==> config.mk <==
export PLATFORM = sky130hd
export DESIGN_NAME = ps2_scan_rx_flat
export DESIGN_NICKNAME = d
export VERILOG_FILES = /design/src/rtl/ps2_scan_rx_if.sv /design/src/rtl/ps2_scan_rx.sv /design/src/flat_wrapper.sv
export SDC_FILE = /design/constraint.sdc
export NUM_CORES = 1
export LEC_CHECK = 0
export ABC_AREA = 1
export BUFFER_PORTS_ARGS = -buffer_cell sky130_fd_sc_hd__buf_4
export CAP_MARGIN = 20
export CORE_ASPECT_RATIO = 0.5
export CORE_MARGIN = 4
export CORE_UTILIZATION = 40
export DETAILED_ROUTE_END_ITERATION = 7
export HOLD_SLACK_MARGIN = 0.05
export SLEW_MARGIN = 10
export SYNTH_ARGS = -nofsm -noshare
export SYNTH_HDL_FRONTEND = slang
export SYNTH_SLANG_ARGS = --single-unit
==> constraint.sdc <==
create_clock -name clk -period 1.7 [get_ports clk]
set_input_delay 0.51 -clock clk [delete_from_list [all_inputs] [get_ports clk]]
set_output_delay 0.51 -clock clk [all_outputs]
set_load 0.05 [all_outputs]
==> src/rtl/ps2_scan_rx_if.sv <==
// PS/2 receiver bus: the raw device lines in, and the decoded scan-code stream out.
interface ps2_scan_rx_if;
    logic       ps2_clk;
    logic       ps2_data;
    logic [7:0] code;
    logic       ready;
    logic       brk;
    logic       ext;
    logic       parity_err;
    logic       frame_err;

    modport master (
        output ps2_clk, ps2_data,
        input  code, ready, brk, ext, parity_err, frame_err
    );

    modport slave (
        input  ps2_clk, ps2_data,
        output code, ready, brk, ext, parity_err, frame_err
    );
endinterface

==> src/rtl/ps2_scan_rx.sv <==
// PS/2 keyboard receiver: synchronises the raw lines, deframes 11-bit frames and
// folds E0/F0 prefix bytes into ext/brk flags on the following scan code.
module ps2_scan_rx #(
    parameter int TIMEOUT_CYCLES = 50000
) (
    input  logic         clk,
    input  logic         rst,
    ps2_scan_rx_if.slave bus
);
    localparam int TW = $clog2(TIMEOUT_CYCLES);
    localparam logic [TW-1:0] TIMER_LAST = TW'(TIMEOUT_CYCLES - 1);

    typedef enum logic {IDLE, RECV} state_t;

    logic          clk_s1_q, clk_s2_q, clk_hist_q;
    logic          dat_s1_q, dat_s2_q;
    logic          fall;
    state_t        state_q;
    logic [3:0]    bit_cnt_q;
    logic [TW-1:0] timer_q;
    logic [9:0]    shift_q, shift_d;
    logic          pend_brk_q, pend_ext_q;
    logic [7:0]    code_q;
    logic          brk_q, ext_q, ready_q, perr_q, ferr_q;

    // Odd parity: data bits plus parity bit must hold an odd number of ones.
    function automatic logic parity_ok(input logic [8:0] bits);
        return ^bits;
    endfunction

    // Synchroniser stage: idle PS/2 lines are high, so the flops preset to 1.
    always_ff @(posedge clk) begin
        if (rst) begin
            clk_s1_q   <= 1'b1;
            clk_s2_q   <= 1'b1;
            clk_hist_q <= 1'b1;
            dat_s1_q   <= 1'b1;
            dat_s2_q   <= 1'b1;
        end else begin
            clk_s1_q   <= bus.ps2_clk;
            clk_s2_q   <= clk_s1_q;
            clk_hist_q <= clk_s2_q;
            dat_s1_q   <= bus.ps2_data;
            dat_s2_q   <= dat_s1_q;
        end
    end

    assign fall    = clk_hist_q & ~clk_s2_q;
    assign shift_d = {dat_s2_q, shift_q[9:1]};

    always_ff @(posedge clk) begin
        if (state_q == RECV && fall) begin
            shift_q <= shift_d;
        end
    end

    // Deframing stage: frame evaluation happens in the fall cycle of the stop bit.
    always_ff @(posedge clk) begin
        if (rst) begin
            state_q    <= IDLE;
            bit_cnt_q  <= 4'd0;
            timer_q    <= '0;
            pend_brk_q <= 1'b0;
            pend_ext_q <= 1'b0;
            code_q     <= 8'h00;
            brk_q      <= 1'b0;
            ext_q      <= 1'b0;
            ready_q    <= 1'b0;
            perr_q     <= 1'b0;
            ferr_q     <= 1'b0;
        end else begin
            ready_q <= 1'b0;
            perr_q  <= 1'b0;
            ferr_q  <= 1'b0;
            case (state_q)
                IDLE: begin
                    timer_q <= '0;
                    if (fall && !dat_s2_q) begin
                        state_q   <= RECV;
                        bit_cnt_q <= 4'd1;
                    end
                end
                RECV: begin
                    if (fall) begin
                        bit_cnt_q <= bit_cnt_q + 4'd1;
                        timer_q   <= '0;
                        if (bit_cnt_q == 4'd10) begin
                            state_q <= IDLE;
                            if (!parity_ok(shift_d[8:0])) begin
                                perr_q     <= 1'b1;
                                pend_brk_q <= 1'b0;
                                pend_ext_q <= 1'b0;
                            end else if (!shift_d[9]) begin
                                ferr_q     <= 1'b1;
                                pend_brk_q <= 1'b0;
                                pend_ext_q <= 1'b0;
                            end else if (shift_d[7:0] == 8'hF0) begin
                                pend_brk_q <= 1'b1;
                            end else if (shift_d[7:0] == 8'hE0) begin
                                pend_ext_q <= 1'b1;
                            end else begin
                                code_q     <= shift_d[7:0];
                                brk_q      <= pend_brk_q;
                                ext_q      <= pend_ext_q;
                                ready_q    <= 1'b1;
                                pend_brk_q <= 1'b0;
                                pend_ext_q <= 1'b0;
                            end
                        end
                    end else if (timer_q == TIMER_LAST) begin
                        state_q    <= IDLE;
                        timer_q    <= '0;
                        ferr_q     <= 1'b1;
                        pend_brk_q <= 1'b0;
                        pend_ext_q <= 1'b0;
                    end else begin
                        timer_q <= timer_q + TW'(1);
                    end
                end
                default: state_q <= IDLE;
            endcase
        end
    end

    assign bus.code       = code_q;
    assign bus.ready      = ready_q;
    assign bus.brk        = brk_q;
    assign bus.ext        = ext_q;
    assign bus.parity_err = perr_q;
    assign bus.frame_err  = ferr_q;
endmodule

==> src/flat_wrapper.sv <==
// flat-port wrapper written by rule: the top's interface ports become plain ports
module ps2_scan_rx_flat 
#(
    parameter int TIMEOUT_CYCLES = 50000
)
  (clk, rst, bus_ps2_clk, bus_ps2_data, bus_code, bus_ready, bus_brk, bus_ext, bus_parity_err, bus_frame_err);
  ps2_scan_rx_if bus_i ();
  input  logic clk;
  input  logic rst;
  input wire logic [$bits(bus_i.ps2_clk)-1:0] bus_ps2_clk;
  input wire logic [$bits(bus_i.ps2_data)-1:0] bus_ps2_data;
  output wire logic [$bits(bus_i.code)-1:0] bus_code;
  output wire logic [$bits(bus_i.ready)-1:0] bus_ready;
  output wire logic [$bits(bus_i.brk)-1:0] bus_brk;
  output wire logic [$bits(bus_i.ext)-1:0] bus_ext;
  output wire logic [$bits(bus_i.parity_err)-1:0] bus_parity_err;
  output wire logic [$bits(bus_i.frame_err)-1:0] bus_frame_err;
  assign bus_i.ps2_clk = bus_ps2_clk;
  assign bus_i.ps2_data = bus_ps2_data;
  assign bus_code = bus_i.code;
  assign bus_ready = bus_i.ready;
  assign bus_brk = bus_i.brk;
  assign bus_ext = bus_i.ext;
  assign bus_parity_err = bus_i.parity_err;
  assign bus_frame_err = bus_i.frame_err;
  ps2_scan_rx #(.TIMEOUT_CYCLES(TIMEOUT_CYCLES)) u_core (.clk(clk), .rst(rst), .bus(bus_i));
endmodule
Word level (Yosys, flattened, before mapping)
Cells that the tools add are included.
Word-level totals
  memories kept: 0
  logic and storage cells: 80
  bits in read-only memories: 0
  latch bits: 0
  input bits: 4
  output and inout bits: 13
  memory bits (writable): 0
  bits in registers: 51
Cells by class
  multiplexer cells: 31
  magnitude comparators: 0
  reductions and logical operators: 12
  multiply operators: 0
  shift operators: 0
  add/subtract/negate cells: 2
  bitwise gates (word level): 9
  equal/unequal tests: 9
  divide/modulo/power cells: 0
Operator list (count)
  $mux 16: 2
  $pmux 16 s2: 1
  $mux 1: 24
  $add 16x1->16 const B: 1
  $eq 16x16->1 const B: 1
  $eq 8x8->1 const B: 2
  $reduce_xor 9->1: 1
  $mux 4: 2
  $not 1->1: 8
  $pmux 4 s2: 1
  $reduce_and 4->1: 2
  $reduce_and 7->1: 1
  $reduce_or 7->1: 1
  $ne 5x5->1 const B: 1
  $add 4x1->4 const B: 1
  $eq 4x4->1 const B: 1
  $ne 2x1->1 const B: 2
  $ne 4x4->1 const B: 1
  $reduce_or 4->1: 1
  $logic_and 1x1->1: 2
  $ne 2x2->1 const B: 1
  $pmux 1 s2: 1
  $reduce_and 2->1: 1
  $reduce_bool 2->1: 1
  other kinds (3): 3

Longest topological paths before layout
Gate-level depths: netlist of run 1.
  word-level depth: 7
  depth in mapped cells: 12
  depth with buffers taken out: 12

Least setup slack after synthesis of run 1
OpenSTA, ideal clock, no wires.
  kind: register to register
  start point: register u_core.shift_q[6]
  end point: register u_core.code_q[0] (netlist: u_core.bus.code[0])
  library setup time: 114 ps
  arrival time: 1449 ps
  path slack: 137 ps
  buffers on the path: 1
  cell stages (with the launch flop): 9
  clock period less this slack: 1563 ps
  cells stage by stage: edfxtp_1 > ha_1 > xnor2_1 > nand3_1 > nand2_2 > buf_4 > nand4_1 > nand2_1 > nor2_1
On the way
  longest elaborated chain between the ends: 3
  elaborated cells between the ends (all ways): 6
Ends and longest elaborated chain
  start, declared: line ps2_scan_rx.sv:21  | logic [9:0] shift_q, shift_d;
  start signal, assigned: line ps2_scan_rx.sv:53  | shift_q <= shift_d;
  $eq 8x8->1 (on tied branches): line ps2_scan_rx.sv:97, ps2_scan_rx.sv:99
  $not 1->1 (no line)
  $reduce_and 7->1 (no line) (*)
  end signal, assigned: line ps2_scan_rx.sv:102  | code_q <= shift_d[7:0];
  end, declared: line ps2_scan_rx.sv:23  | logic [7:0] code_q;
Mark *: on every way between the ends. The rest lies on a longest branch, timed or not.
A chain may end at the register's enable or synchronous reset.

Final worst setup path of run 1
  start point: register u_core.shift_q[7]
  end point: register u_core.code_q[0] (netlist: u_core.bus.code[0])
Same word-level chain as after synthesis.

==> metrics, run 1 <==
run status=finished with violations; failing checks=setup timing; worst clock skew=0.0132 ns; final HPWL from detailed placement=3360 microns; dominant cell type by area after synthesis=dfxtp_1; average wire length per cell after detail routing=12.5 microns; cells taking the most area after synthesis=dfxtp_1 35%, edfxtp_1 11%, nand2_1 7.8%, nor2_1 6.7%, inv_1 5.9%; Yosys reg bits=50; I/O pin total=17; clock latency of the later-clocked register in the worst-skew pair=0.30 ns; Die Area=0.00727 sq mm; number of buffers inserted during clock tree synthesis=5; end of the worst register-to-register path=u_core.bus.code[0]$_SDFFE_PP0P_; switching share of total power=0.192; smallest setup slack after layout=-0.0759 ns; number of instances in the synthesized netlist=293; part of the total power dissipated in combinational logic=0.019; Total Nets Final=340; IR Drop Worst-Case VDD=584 uV; part of the power in the clock network=0.472; register clock-pin slew on the reported worst setup and hold paths=0.07 ns; net count of the mapped netlist=305; Max transition margin=0.740; final worst path period need=1.78 ns; final core utilization=0.544; Main synth FF type=dfxtp_1; root cell of the clock tree=clkbuf_16; clock tree from TritonCTS=built; Achievable Freq=563 MHz; worst slack at placement=-0.0776 ns; worst r2r path cells=12; number of antenna repair diodes=0; initial antenna violation count=0; count of standard-cell rows=19; CTS H-tree lvls=2; Seq pwr share=0.509; die width=117 microns; residual DRC count=0; Filler Cells Inserted=525; hold path start=bus_ps2_clk; setup slack on the worst flop-to-flop path=-0.08 ns; sort of element at the end of the critical path=flip-flop; pin slew with the least headroom to its limit=0.390 ns; via count of the first global-routing pass=1827; Initial Util=0.423; core region area=0.00559 sq mm; count of clock tree sinks=50; unrepaired setup endpoints after global routing=true; die extent in y=62.3 microns; pin count of the biggest net entering global routing=16; vias post-DR=1960; path type of the worst min-delay path=in2reg; number of warnings issued by yosys=0; buffer levels on the longest clock path=2; Max-cap violations=0; leakage=0.00122 uW; Storage cell area=0.00109 sq mm; first-pass GRT wire length=8050 microns; critical path required time=1.93 ns; largest fanout of any net on the critical path=7; Hold Fails Final Rpt=0; share of flip-flops with an asynchronous set or reset after synthesis=0; proportion of layout cells with a drive suffix above 1=0.307; CP arrival=2.00 ns; iteration-0 DRC count of the detailed router=129; cell count of the worst hold path=2; power dissipated by switching net loads=457 uW; multi-input gate area in the final layout=0.00127 sq mm; Tot GR Track Use=0.140; cell with the most instances after synthesis=nand2_1; total standard cell area after synthesis=0.00236 sq mm; hold endpoint=u_core.clk_s1_q$_SDFF_PP1_; internal power component=1920 uW; number of enable-type register cells in the synthesized netlist=9; Critical Setup Path Class=reg2reg; final worst-path cycle share=1.04; post-DR vias/cell=4.88; setup violators final=11; area fraction of the dominant cell type after synthesis=0.347; Hold-fix buffers, CTS=0; leftover overflow at the end of global routing=0; final-report max-slew violation count=0; distinct cell type count after synthesis=33; number of nets still failing antenna checks after routing=0; element type at the critical path start=flip-flop; Post-Route WL=5020 microns; top cells by count, synth=49 x nand2_1, 42 x nor2_1, 41 x dfxtp_1; syn_area_per_cell=8.06 sq um; IO buf count=16; worst reg2reg startpoint=u_core.shift_q[7]$_DFFE_PP_; length of the first detailed-routing pass in iterations=4; synth-to-layout area growth=28.8%; RD Place Congestion=0.796; power per standard cell area=781 mW/mm^2; Seq/Total Area, Yosys=0.462
==> sequential cells by signal (all words and copies together) (netlist names), 4 cells and up <==
register and count:
u_core.timer_q 16, u_core.shift_q 9, u_core.bus.code 8, u_core.bit_cnt_q 4
==> worst max-delay path, cell delays in order (launching register included) <==
cell and delay [ns]:
edfxtp_1 0.44, ha_4 0.28, inv_2 0.08, nand2_4 0.07, nand2_4 0.08, nand2_4 0.07
nand2_2 0.06, nand2_2 0.09, nand2_8 0.11, nand2_8 0.08, nor2_8 0.17, nor2_2 0.05
nor2_1 0.11
==> worst max-delay path by stage <==
| stage | startpoint | to | slack [ns] | cells after the start |
|---|---|---|---|---|
| after global placement | u_core.shift_q[7]$_DFFE_PP_ | u_core.bus.code[2]$_SDFFE_PP0P_ | 0.02 | 12 |
| after global routing | u_core.shift_q[7]$_DFFE_PP_ | u_core.bus.code[7]$_SDFFE_PP0P_ | -0.17 | 12 |
| after detailed placement | u_core.shift_q[7]$_DFFE_PP_ | u_core.bus.code[0]$_SDFFE_PP0P_ | -0.08 | 12 |
| after floorplan | u_core.shift_q[6]$_DFFE_PP_ | u_core.bus.code[0]$_SDFFE_PP0P_ | 0.14 | 8 |
| final | u_core.shift_q[7]$_DFFE_PP_ | u_core.bus.code[0]$_SDFFE_PP0P_ | -0.08 | 12 |
| after CTS | u_core.shift_q[8]$_DFFE_PP_ | u_core.bus.code[0]$_SDFFE_PP0P_ | 0.004 | 12 |
==> final cells by class <==
type / instances / area share
repair buffers: 33 / 0.0868
clock inverters: 2 / 0.0123
multi-input cells: 196 / 0.416
flip-flops and latches: 50 / 0.359
well taps: 73 / 0.0300
inverters: 42 / 0.0535
clock buffers: 6 / 0.0424
==> layout by cell type, fill, tap and decap left out, drive strengths merged <==
cell type,count
nand3,16
clkbuf,6
nand3b,1
a211oi,2
ha,8
inv,42
clkinvlp,1
edfxtp,9
o21ai,5
nand2,55
bufinv,1
nand4,17
dfxtp,41
nor4b,1
or2,8
nor3,5
buf,33
xor2,4
a21oi,13
xnor2,3
a41oi,1
nor2,55
a31oi,2
==> cells by family after synthesis <==
logic type / after synthesis / share of synthesized area
DFF: 50 / 0.462
AOI/OAI and AO/OA: 23 / 0.0598
adders and majority gates: 8 / 0.0424
xor gates and xnor gates: 7 / 0.0260
and+or+nand+nor: 157 / 0.324
buffers and inverters: 48 / 0.0858
==> metal layers <==
metal,GRT usage,share of wire,routed length (microns)
met4,0.0429,0.014,70
met3,0.0563,0.041,204
met1,0.178,0.48,2400
met5,0,0,0
met2,0.215,0.47,2350
==> power by group through the flow <==
stage               clock, uW  sequential (uW)  combinational (uW)
finish                   1120             1210                45.3
global route             1200             1210                51.6
CTS                      1150             1210                41.8
detailed placement          0             1240                40.8
global placement            0             1240                40.2
floorplan                   0             1240                29.6
==> stage by stage <==
step / hold slack [ns] / area (sq um) / total power, uW / TNS, ns / cells
6_report: 0.408 / 3040 / 2380 / -0.529 / 402
5_1_grt: 0.401 / 3040 / 2460 / -1.59 / 402
4_1_cts: 0.400 / 2880 / 2400 / 0 / 397
3_5_place_dp: 0.395 / 2610 / 1280 / -0.537 / 385
3_3_place_gp: 0.396 / 2610 / 1280 / 0 / 385
2_1_floorplan: 0.389 / 2360 / 1270 / 0 / 293
==> timing repair <==
| action | in CTS | in global routing |
|---|---|---|
| gates cloned | 1 | 0 |
| gates resized for setup | 10 | 29 |
| setup endpoints to repair | 11 | 14 |
| pin swaps | 6 | 16 |
| buffers inserted | 3 | 5 |
Power figures use the tool's default switching activity.
==> run 2, diff against run 1 <==
--- a/config.mk
+++ b/config.mk
@@ -8,11 +8,14 @@
 export ABC_AREA = 1
 export BUFFER_PORTS_ARGS = -buffer_cell sky130_fd_sc_hd__buf_4
 export CAP_MARGIN = 20
+export CELL_PAD_IN_SITES_DETAIL_PLACEMENT = 1
+export CELL_PAD_IN_SITES_GLOBAL_PLACEMENT = 1
 export CORE_ASPECT_RATIO = 0.5
 export CORE_MARGIN = 4
 export CORE_UTILIZATION = 40
 export DETAILED_ROUTE_END_ITERATION = 7
 export HOLD_SLACK_MARGIN = 0.05
+export PLACE_DENSITY_LB_ADDON = 0.1
 export SLEW_MARGIN = 10
 export SYNTH_ARGS = -nofsm -noshare
 export SYNTH_HDL_FRONTEND = slang
==> run 2 against run 1 <==
Effect of this change: the flow still finishes with violations (setup timing); total power decreased by 6.3%; sequential cell count unchanged; count of clock-buffer cells in the layout increased by 2; critical path depth decreased by 2; routed wire length increased by 25%; global-route usage increased by 2.4 points; utilization increased by 1.0 points; clock skew decreased by 0.0052 ns; critical path type unchanged.
==> metrics, run 2 (synthesized netlist as in run 1, its figures left out) <==
run status=finished with violations; failing checks=setup timing; Total Neg Setup Slack=-0.621 ns; core region area=0.00559 sq mm; leftover overflow at the end of global routing=0; number of nets still failing antenna checks after routing=0; buffer levels on the longest clock path=2; Total Nets Final=342; Max transition margin=0.701; die extent in y=62.3 microns; vias post-DR=2061; sum of met2 wire segment lengths after detailed routing=3260 microns; number of buffers inserted during clock tree synthesis=5; largest fanout of any net on the critical path=5; number of antenna repair diodes=0; average wire length per cell after detail routing=15.6 microns; Max-cap violations=0; path type of the worst min-delay path=in2reg; Initial Util=0.423; Detail Route met3 WL=200 microns; clock latency of the later-clocked register in the worst-skew pair=0.29 ns; critical path's largest stage delay=0.43 ns; final core utilization=0.555; count of standard-cell rows=19; Tot GR Track Use=0.163; CTS H-tree lvls=2; cell chain of the critical path=buf_6 -> ha_4 -> xnor2_4 -> inv_1 -> nand2_2 -> nand2_4 -> buf_12 -> nand4_1 -> nand2_1 -> nor2_1; Layout Cell Area excl Fill=0.00310 sq mm; leakage=0.00124 uW; length of the first detailed-routing pass in iterations=4; pin slew with the least headroom to its limit=0.448 ns; most frequent standard cell in the layout excluding fill and tap cells=nand2_1; total routed wire length on the met1 layer=2790 microns; IO buf count=16; initial antenna violation count=0; most frequent cells in the layout=43 x nand2_1, 40 x dfxtp_1, 37 x nor2_1, 34 x inv_1, 29 x buf_4; cell area reported after detailed placement=0.00261 sq mm; final worst-path cycle share=1.06; smallest setup slack after layout=-0.0968 ns; IR Drop Worst-Case VDD=379 uV; unrepaired setup endpoints after global routing=true; I/O pin total=17; critical path required time=1.92 ns; setup violators final=13; Critical Setup Path Class=reg2reg; residual DRC count=0; synth-to-layout area growth=31.1%; final worst path period need=1.80 ns; element type at the critical path start=flip-flop; clock tree from TritonCTS=built; sort of element at the end of the critical path=flip-flop; Achievable Freq=557 MHz; final HPWL from detailed placement=3980 microns; worst clock skew=0.00805 ns; final-report max-slew violation count=0; Hold Fails Final Rpt=0; highest-delay cell along the critical path=edfxtp_1; Filler Cells Inserted=667; register clock-pin slew on the reported worst setup and hold paths=0.07 ns; final hold slack=0.408 ns; worst slack at placement=-0.0696 ns; root cell of the clock tree=clkbuf_16; count of clock tree sinks=50; Post-Route WL=6290 microns; CP arrival=2.01 ns; post-DR vias/cell=5.10; max FFs per register=16; register bank with the most flops=u_core.timer_q; power per standard cell area=719 mW/mm^2; proportion of layout cells with a drive suffix above 1=0.323; highest metal used=met4; via count of the first global-routing pass=2055; Die Area=0.00727 sq mm; RD Place Congestion=0.817; die width=117 microns; iteration-0 DRC count of the detailed router=102; first-pass GRT wire length=9580 microns; pin count of the biggest net entering global routing=15
run 2: cell types whose count changed in the layout (fill, tap and decap cells not counted), moves of 2 or more:
cell | before | now
buf_4 | 31 | 29
buf_6 | 1 | 3
clkbuf_1 | 1 | 3
nand2_2 | 7 | 10
nand2_4 | 3 | 1
nand3_1 | 12 | 10
nand3_2 | 2 | 5
o21ai_0 | 5 | 3
o21ai_1 | 0 | 2
run 2: routing by layer:
layer,global-route usage,vias up
li1,-,1014
met1,0.207,1019
met2,0.278,22
met3,0.0436,6
met4,0.0343,0
met5,0,-
run 2: worst paths after layout:
| check | startpoint | slack, ns | cells after the start | to |
|---|---|---|---|---|
| worst max-delay path | u_core.shift_q[6]$_DFFE_PP_ | -0.1 | 10 | u_core.bus.ext$_SDFFE_PP0P_ |
| worst min-delay path | bus_ps2_data | 0.41 | 2 | u_core.dat_s1_q$_SDFF_PP1_ |
| worst max register to register | u_core.shift_q[6]$_DFFE_PP_ | -0.1 | 10 | u_core.bus.ext$_SDFFE_PP0P_ |
| worst min register to register | u_core.dat_s1_q$_SDFF_PP1_ | 0.41 | 1 | u_core.dat_s2_q$_SDFF_PP1_ |
run 2: where the power goes:
group | total (uW) | leakage [uW] | internal, uW | switching [uW]
logic | 48.5 | 0.000762 | 18.2 | 30.3
registers | 1210 | 0.000412 | 1210 | 3.77
clock network | 967 | 0.0000652 | 548 | 418
total | 2230 | 0.00124 | 1770 | 453
run 2: worst max-delay path, delay by kind of cell (launching register included):
kind	cells	cell delay (ns)
adder cells (fa/ha/maj)	1	0.30
XOR/XNOR	1	0.13
buffers and inverters	3	0.37
flip-flops	1	0.43
AND/OR/NAND/NOR	5	0.48
run 2: per-stage QoR:
stage	instances	power [uW]
after floorplan	293	1270
after global placement	385	1280
after detailed placement	385	1280
after CTS	398	2250
after global routing	404	2320
final	404	2230
run 2: timing repair:
| action | in CTS | in global routing |
|---|---|---|
| resized for setup | 13 | 35 |
| hold buffers | 0 | 0 |
| setup buffers | 3 | 5 |
| setup endpoints to repair | 11 | 29 |
| pin swaps | 11 | 19 |
| gates cloned | 2 | 1 |
run 2: final cells by class:
type	instances	area, sq um	area share
Clock buffer	8	136	0.0440
Inverter	42	163	0.0525
Timing Repair Buffer	35	317	0.102
Multi-Input combinational cell	196	1300	0.419
Sequential cell	50	1090	0.353
Tap cell	73	91.3	0.0295
==> run 3, diff against run 2 <==
--- a/config.mk
+++ b/config.mk
@@ -13,6 +13,7 @@
 export CORE_ASPECT_RATIO = 0.5
 export CORE_MARGIN = 4
 export CORE_UTILIZATION = 40
+export CTS_CLUSTER_DIAMETER = 150
 export DETAILED_ROUTE_END_ITERATION = 7
 export HOLD_SLACK_MARGIN = 0.05
 export PLACE_DENSITY_LB_ADDON = 0.1
==> constraint.sdc (replaced) <==
create_clock -name clk -period 1.95 [get_ports clk]
set_input_delay 0.585 -clock clk [delete_from_list [all_inputs] [get_ports clk]]
set_output_delay 0.585 -clock clk [all_outputs]
set_load 0.05 [all_outputs]
==> run 3 against run 2 <==
Effect of this change: the flow now finishes without violations; sequential cell count unchanged; hold slack improved by 0.0036 ns; first-iteration DRC count is 25% lower; final area shrank 12%; utilization fell by 6.6 points; via count down 6.4%; total power shrank 13%; clock power down 13%; final cell count fell by 3.5%; sequential share of layout area up 4.7 points; clock skew shrank 0.0064 ns; count of clock-buffer cells in the layout is 2 lower; critical endpoint is now u_core.bus.code[1]$_SDFFE_PP0P_; largest cell class unchanged.
==> metrics, run 3 (synthesized netlist as in run 1, its figures left out) <==
final worst path period need=1.83 ns; Max-cap violations=0; CP delay by family, top=simple AND/OR/NAND/NOR gates; residual DRC count=0; final hold slack=0.412 ns; Initial Util=0.423; Die Area=0.00727 sq mm; Post-Route WL=5270 microns; initial antenna violation count=0; Critical Setup Path Class=reg2reg; iteration-0 DRC count of the detailed router=77; die extent in y=62.3 microns; largest fanout of any net on the critical path=6; setup violators final=0; die width=117 microns; final-report max-slew violation count=0; final HPWL from detailed placement=3910 microns; proportion of layout cells with a drive suffix above 1=0.202; post-DR vias/cell=4.95; I/O pin total=17; final worst-path cycle share=0.937; highest-delay cell along the critical path=edfxtp_1; cell area reported after detailed placement=0.00255 sq mm; element type at the critical path start=flip-flop; Achievable Freq=547 MHz; average wire length per cell after detail routing=13.5 microns; power after layout=1930 uW; CTS H-tree lvls=2; number of nets still failing antenna checks after routing=0; path type of the worst min-delay path=reg2reg; IR Drop Worst-Case VDD=430 uV; register clock-pin slew on the reported worst setup and hold paths=0.06 ns; most frequent standard cell in the layout excluding fill and tap cells=nand2_1; IO buf count=16; count of standard-cell rows=19; register bank with the most flops=u_core.timer_q; pin count of the biggest net entering global routing=15; Max transition margin=0.737; Total Nets Final=328; setup slack on the worst flop-to-flop path=0.12 ns; CP arrival=2.05 ns; core region area=0.00559 sq mm; max FFs per register=16; Hold Fails Final Rpt=0; buffering stage count on the worst path with inverters included=1; first-pass GRT wire length=8880 microns; RD Place Congestion=0.838; leakage=0.00112 uW; critical path's largest stage delay=0.43 ns; number of buffers inserted during clock tree synthesis=5; vias post-DR=1930; pin slew with the least headroom to its limit=0.394 ns; via count of the first global-routing pass=1940; count of clock tree sinks=50; run status=finished, final reports clean; Layout Cell Area excl Fill=0.00273 sq mm; power per standard cell area=708 mW/mm^2; number of antenna repair diodes=0; critical path required time=2.18 ns; Tot GR Track Use=0.157; root cell of the clock tree=clkbuf_16; synth-to-layout area growth=15.6%; buffer levels on the longest clock path=2; clock latency of the later-clocked register in the worst-skew pair=0.29 ns; clock tree from TritonCTS=built; Hold-fix buffers, CTS=0; length of the first detailed-routing pass in iterations=4; cell chain of the critical path=inv_1 -> ha_1 -> xnor2_2 -> nand3_1 -> nand2_4 -> nand2_4 -> nor2_8 -> nor2_1 -> nor2_1; worst clock skew=0.00169 ns; leftover overflow at the end of global routing=0; most frequent cells in the layout=49 x nand2_1, 42 x nor2_1, 41 x dfxtp_1, 37 x inv_1, 21 x buf_4; sort of element at the end of the critical path=flip-flop
run 3: power by group:
group / internal (uW) / leakage (uW) / switching (uW)
sequential: 1050 / 0.000412 / 2.67
combinational: 13.4 / 0.000644 / 22.3
clock: 470 / 0.0000683 / 371
run 3: cell type report:
type	count	area, sq um
clock buffer	6	129
tap	73	91.3
sequential	50	1090
clock inverter	2	8.76
multi-input combinational	196	1090
inverter	42	160
fill	677	2860
timing repair buffer	21	158
run 3: per-layer routing:
metal | GRT usage | part of all wire | up-vias
met1 | 0.182 | 0.46 | 915
li1 | - | - | 988
met3 | 0.0466 | 0.033 | 7
met5 | 0 | 0 | -
met4 | 0.0730 | 0.019 | 0
met2 | 0.265 | 0.49 | 20
run 3: path summary, 6_finish.rpt:
path	from	endpoint	cells past startpoint
worst max-delay path	u_core.shift_q[4]$_DFFE_PP_	u_core.bus.code[1]$_SDFFE_PP0P_	9
worst min-delay path	u_core.dat_s1_q$_SDFF_PP1_	u_core.dat_s2_q$_SDFF_PP1_	1
worst max register to register	u_core.shift_q[4]$_DFFE_PP_	u_core.bus.code[1]$_SDFFE_PP0P_	9
worst min register to register	u_core.dat_s1_q$_SDFF_PP1_	u_core.dat_s2_q$_SDFF_PP1_	1
run 3: per-stage QoR:
| step | util | setup slack (ns) | instances | setup TNS (ns) |
|---|---|---|---|---|
| 4_1_cts | 0.480 | 0.0405 | 386 | 0 |
| 3_3_place_gp | 0.456 | 0.170 | 378 | 0 |
| 5_1_grt | 0.489 | -0.0196 | 390 | -0.0883 |
| 6_report | 0.489 | 0.123 | 390 | 0 |
| 2_1_floorplan | - | 0.387 | 293 | 0 |
| 3_5_place_dp | 0.456 | 0.0679 | 378 | 0 |
run 3: repair_timing:
item	CTS	global route
gates resized for setup	0	2
setup endpoints to repair	0	10
setup buffers	0	3
